==> src/rtl/branch_pkg.sv <==
// Shared definitions for the branch resolver: condition codes, FSM state
// encoding and flush-counter width.
package branch_pkg;

  localparam logic [3:0] COND_AL = 4'h0;
  localparam logic [3:0] COND_EQ = 4'h1;
  localparam logic [3:0] COND_NE = 4'h2;
  localparam logic [3:0] COND_CS = 4'h3;
  localparam logic [3:0] COND_CC = 4'h4;
  localparam logic [3:0] COND_MI = 4'h5;
  localparam logic [3:0] COND_PL = 4'h6;
  localparam logic [3:0] COND_VS = 4'h7;
  localparam logic [3:0] COND_VC = 4'h8;
  localparam logic [3:0] COND_HI = 4'h9;
  localparam logic [3:0] COND_LS = 4'hA;
  localparam logic [3:0] COND_GE = 4'hB;
  localparam logic [3:0] COND_LT = 4'hC;
  localparam logic [3:0] COND_GT = 4'hD;
  localparam logic [3:0] COND_LE = 4'hE;
  localparam logic [3:0] COND_NV = 4'hF;

  localparam int CNT_WIDTH = 4;

  typedef enum logic {
    ST_IDLE  = 1'b0,
    ST_FLUSH = 1'b1
  } state_t;

endpackage

==> src/rtl/branch_cond_eval.sv <==
// Combinational branch condition decoder; flags are packed {Z,N,V,C}.
module branch_cond_eval
  import branch_pkg::*;
(
  input  logic [3:0] cond,
  input  logic [3:0] flags,
  output logic       taken
);

  logic z, n, v, c;
  assign z = flags[3];
  assign n = flags[2];
  assign v = flags[1];
  assign c = flags[0];

  always_comb begin
    taken = 1'b0;
    case (cond)
      COND_AL: taken = 1'b1;
      COND_EQ: taken = z;
      COND_NE: taken = !z;
      COND_CS: taken = c;
      COND_CC: taken = !c;
      COND_MI: taken = n;
      COND_PL: taken = !n;
      COND_VS: taken = v;
      COND_VC: taken = !v;
      COND_HI: taken = c && !z;
      COND_LS: taken = !c || z;
      COND_GE: taken = (n == v);
      COND_LT: taken = (n != v);
      COND_GT: taken = !z && (n == v);
      COND_LE: taken = z || (n != v);
      default: taken = 1'b0;
    endcase
  end

endmodule

==> src/rtl/branch_resolve.sv <==
// Branch resolver: flag register, target adder and IDLE/FLUSH sequencer.
// Optional BRANCH_STATS_EN adds saturating taken/not-taken counters.
//
// state    | meaning
// ST_IDLE  | accepting branches from decode
// ST_FLUSH | flush asserted, counting down FLUSH_CYCLES unstalled cycles
module branch_resolve
  import branch_pkg::*;
#(
  parameter int ADDR_WIDTH   = 16,
  parameter int OFFSET_WIDTH = 8,
  parameter int FLUSH_CYCLES = 2
) (
  input  logic                    clk,
  input  logic                    reset,
  input  logic                    branch_d,
  input  logic [3:0]              branch_condition_d,
  input  logic [ADDR_WIDTH-1:0]   pc_d,
  input  logic [OFFSET_WIDTH-1:0] offset_d,
  input  logic                    flag_we,
  input  logic                    Z,
  input  logic                    N,
  input  logic                    V,
  input  logic                    C,
  input  logic                    stall,
  output logic                    PC_source,
  output logic [ADDR_WIDTH-1:0]   branch_target,
  output logic                    flush,
  output logic                    busy,
`ifdef BRANCH_STATS_EN
  output logic [15:0]             taken_count,
  output logic [15:0]             not_taken_count,
`endif
  output logic [3:0]              flags_q
);

  state_t                 state, state_next;
  logic [CNT_WIDTH-1:0]   cnt, cnt_next;
  logic [3:0]             flags_in, flags_eval;
  logic                   taken, accept, accept_taken;
  logic [ADDR_WIDTH-1:0]  offset_ext, target_sum;

  assign flags_in   = {Z, N, V, C};
  // Forward same-cycle flag writes so a branch right behind a compare sees them.
  assign flags_eval = flag_we ? flags_in : flags_q;

  branch_cond_eval u_cond_eval (
    .cond  (branch_condition_d),
    .flags (flags_eval),
    .taken (taken)
  );

  assign offset_ext   = {{(ADDR_WIDTH-OFFSET_WIDTH){offset_d[OFFSET_WIDTH-1]}}, offset_d};
  assign target_sum   = pc_d + offset_ext;
  assign accept       = branch_d && !stall && (state == ST_IDLE);
  assign accept_taken = accept && taken;

  always_comb begin
    state_next = state;
    cnt_next   = cnt;
    case (state)
      ST_IDLE: begin
        if (accept_taken) begin
          state_next = ST_FLUSH;
          cnt_next   = CNT_WIDTH'(FLUSH_CYCLES);
        end
      end
      ST_FLUSH: begin
        if (!stall) begin
          if (cnt <= CNT_WIDTH'(1)) begin
            state_next = ST_IDLE;
            cnt_next   = '0;
          end else begin
            cnt_next = cnt - CNT_WIDTH'(1);
          end
        end
      end
      default: begin
        state_next = ST_IDLE;
        cnt_next   = '0;
      end
    endcase
  end

  always_ff @(posedge clk) begin
    if (reset) begin
      state         <= ST_IDLE;
      cnt           <= '0;
      flags_q       <= '0;
      branch_target <= '0;
      PC_source     <= 1'b0;
    end else begin
      state     <= state_next;
      cnt       <= cnt_next;
      PC_source <= accept_taken;
      if (flag_we)      flags_q       <= flags_in;
      if (accept_taken) branch_target <= target_sum;
    end
  end

  assign flush = (state == ST_FLUSH);
  assign busy  = (state == ST_FLUSH);

`ifdef BRANCH_STATS_EN
  always_ff @(posedge clk) begin
    if (reset) begin
      taken_count     <= '0;
      not_taken_count <= '0;
    end else if (accept) begin
      if (taken && taken_count != 16'hFFFF)
        taken_count <= taken_count + 16'd1;
      if (!taken && not_taken_count != 16'hFFFF)
        not_taken_count <= not_taken_count + 16'd1;
    end
  end
`endif

endmodule

==> config.mk <==
export PLATFORM = sky130hd
export DESIGN_NAME = branch_resolve
export DESIGN_NICKNAME = d
export VERILOG_FILES = /design/src/rtl/branch_pkg.sv /design/src/rtl/branch_cond_eval.sv /design/src/rtl/branch_resolve.sv
export SDC_FILE = /design/constraint.sdc
export NUM_CORES = 1
export LEC_CHECK = 0
export ABC_AREA = 1
export CORE_ASPECT_RATIO = 0.75
export CORE_MARGIN = 2
export CORE_UTILIZATION = 36
export CTS_CLUSTER_DIAMETER = 200
export DETAILED_ROUTE_END_ITERATION = 8
export HOLD_SLACK_MARGIN = 0.05
export PLACE_DENSITY = 0.59
export SLEW_MARGIN = 30
export SYNTH_ARGS = -nofsm -noshare
export SYNTH_HDL_FRONTEND = slang
export SYNTH_HIERARCHICAL = 1
export SYNTH_SLANG_ARGS = --single-unit
==> constraint.sdc <==
create_clock -name clk -period 2.25 [get_ports clk]
set_clock_uncertainty 0.05 [all_clocks]
set_input_delay 0.3375 -clock clk [delete_from_list [all_inputs] [get_ports clk]]
set_output_delay 0.3375 -clock clk [all_outputs]
set_load 0.02 [all_outputs]
==> flow_summary.yaml <==
power_and_ir_drop:
  p_leak_nw: 1.68
  power.total_mw: 1.48
  p_per_area_mw_per_mm2: 465
  p_sw_mw: 0.479
  power.internal_mw: 0.996
  p_clk_share_pct: 26.4
  p_seq_share_pct: 34.3
  comb_power_share_pct: 39.3
  peakVddDrop_uv: 237
  switching_share_pct: 32.5
worst_setup_path:
  startpoint_type: "primary input"
  crit_path_max_fanout: 3
  critPathRequiredTime_ps: 2360
  crit_top_cell: "nand2_1"
  worstSetupPathType: "primary input to flop"
  crit_family: "simple AND/OR/NAND/NOR gates"
  crit_buf_inv: 4
  slowest_delay_ps: 470
  cp_slowest_cell: "clkdlybuf4s50_1"
  cp-end-kind: "flop"
  arrival_ps: 2270
  path_cells: "clkdlybuf4s50_1, nand2_1, nand2_2, inv_1, nand2_1, nand2_2, nand2_1, nand2_1, nor2_1, nor2_1, nand2_1, nand2_1, nor3_4, buf_6, nor2_2, buf_4, o21ai_2, nor3_1"
route:
  drt_pre_antenna_iters: 4
  routedWlPerCell_um: 10.3
  via_per_inst: 4.45
  first_iter_violations: 75
  routed_wl_um: 5540
  drc: 0
  via_count: 2384
  ant_nets: 0
final_layout:
  fin_area_mm2: 0.00318
  final_common_cell: "nand2_1"
  layout.nets: 514
  layout_common_cells: "nand2_1, inv_1, clkdlybuf4s50_1"
  drive_gt1_share_pct: 12.9
  instances_no_fill: 536
  final_core_util_pct: 53.7
  area_delta_synth_final_pct: 42.2
  diodes: 0
clock_tree:
  hold_buffers: 0
  clkTransAtPathRegs_ps: 90
  h-tree-depth: 1
  tritoncts: "done"
  cts_buffers: 3
  cts-root-buf: "clkbuf_8"
  cts.sinks: 26
  clkLatencyLatePin_ps: 280
  clock_path_buffers: 2
placement:
  gp_congestion: 0.829
  dpl_worst_slack_ps: -276
  numPortBuffers: 59
  place_hpwl_um: 4440
  dp.cells: 529
  placed_area_mm2: 0.00303
yosys:
  syn_area_mm2: 0.00223
  ys_ff_latch: 26
  syn_nets: 432
  synth_cell_types: 30
  yosysSeqAreaShare_pct: 23.3
  yosysWarnings: 6
  syn_inst: 377
  syn_avg_cell_area_um2: 5.92
timing:
  relSlewSlack_pct: 61.9
  tightest_slew_ps: 565
  min_period_ps: 2150
  final-setup-viol-count: 0
  hold_ws_ps: 400
  drv_slew: 0
  period_share_pct: 95.6
  setup_ws_ps: 98.4
  hold_viol: 0
  clock.fmax_mhz: 465
  tns_ps: 0
flow_run:
  drv_cap: 0
floorplan:
  fp.dieH_um: 72.2
  coreArea_mm2: 0.00592
  dieArea_mm2: 0.00686
  io_pins: 60
  num_rows: 24
  die_w_um: 95.0
  start_util_pct: 37.8
outcome:
  status: "completed"
global_routing:
  globalRouteOverflowTotal: 0
  antenna_found_initial: 0
  first_global_vias: 1991
  grt_max_degree: 27
  grtUsageTotal_pct: 15.9
  grt_pass1_wl_um: 8870
hold_path:
  min_path_type: "primary input to flop"
## final timing paths
path | start | endpoint | slack (ps) | cells after the start
hold reg to reg | branch_target[0] | branch_target[0] | 420 | 2
setup / recovery | N | cnt[2] | 100 | 18
hold / removal | V | flags_q[1] | 400 | 4
setup reg to reg | flags_q[2] | cnt[2] | 290 | 17
## flip-flops by register name, summed over array words and instances (netlist names)
| signal | cells |
|---|---|
| branch_target | 16 |
| cnt | 4 |
| busy | 1 |
| PC_source | 1 |
| flags_q | 4 |
## power by group through the flow
stage | Sequential, mW | Combinational (mW) | Clock, mW
finish | 0.507 | 0.580 | 0.389
global route | 0.510 | 0.655 | 0.410
CTS | 0.507 | 0.567 | 0.396
detailed placement | 0.517 | 0.563 | 0
global placement | 0.517 | 0.557 | 0
floorplan | 0.542 | 0.315 | 0
## layer usage
metal	share of wire (%)	GRT usage, %
met5	0	0
met4	0.29	1.93
met3	6.2	3.12
met2	43	25.1
met1	50	23.2
## cell type report
type | instances | area (um2)
clock inverters | 1 | 30.0
fillers | 617 | 2740
well taps | 78 | 97.6
clock buffers | 3 | 41.3
repair buffers | 85 | 808
multi-input cells | 272 | 1410
flip-flops and latches | 26 | 520
inverters | 71 | 267
## tightest hold or removal path, delay by kind of cell
family,cells,cell delay [ps]
AO/OA/AOI/OAI,1,50
buffers and inverters,2,220
AND/OR/NAND/NOR,1,70
## cells in the mapped netlist
cell      number  share of area, %
nand2_1      120                20
inv_1         67                11
nor2_1        47               7.9
nand3_1       32               7.2
dfxtp_1       26                23
a21oi_1       19               4.3
ha_1          17               9.5
nand2_2        7               2.0
o21ai_0        5               1.1
inv_2          4              0.67
nor3_2         4               1.8
buf_6          3               1.5
nor3_1         3              0.67
xor2_1         3               1.2
a21oi_2        2              0.78
buf_4          2              0.67
clkbuf_1       2              0.34
xnor2_1        2              0.78
a211oi_1       1              0.34
a221oi_1       1              0.39
and2_4         1              0.39
buf_2          1              0.22
fa_1           1              0.90
nand3b_1       1              0.34
nand3b_4       1              0.90
nand4_1        1              0.28
nor2_2         1              0.28
o21bai_1       1              0.34
or2_1          1              0.28
or2_2          1              0.28
## logic make-up after synthesis
kind of cell | count (synthesis) | share of synthesized area [%]
simple gates | 220 | 42.4
buf+inv | 79 | 14.7
compound gates | 29 | 7.23
flops | 26 | 23.3
fa+ha+maj | 18 | 10.4
xor+xnor | 5 | 1.96
## timing repair
action	CTS	global route
resized for setup	0	19
hold endpoints to repair	0	0
setup buffers	0	2
setup endpoints to repair	0	22
No activity file was read; power rests on OpenSTA's default activity.
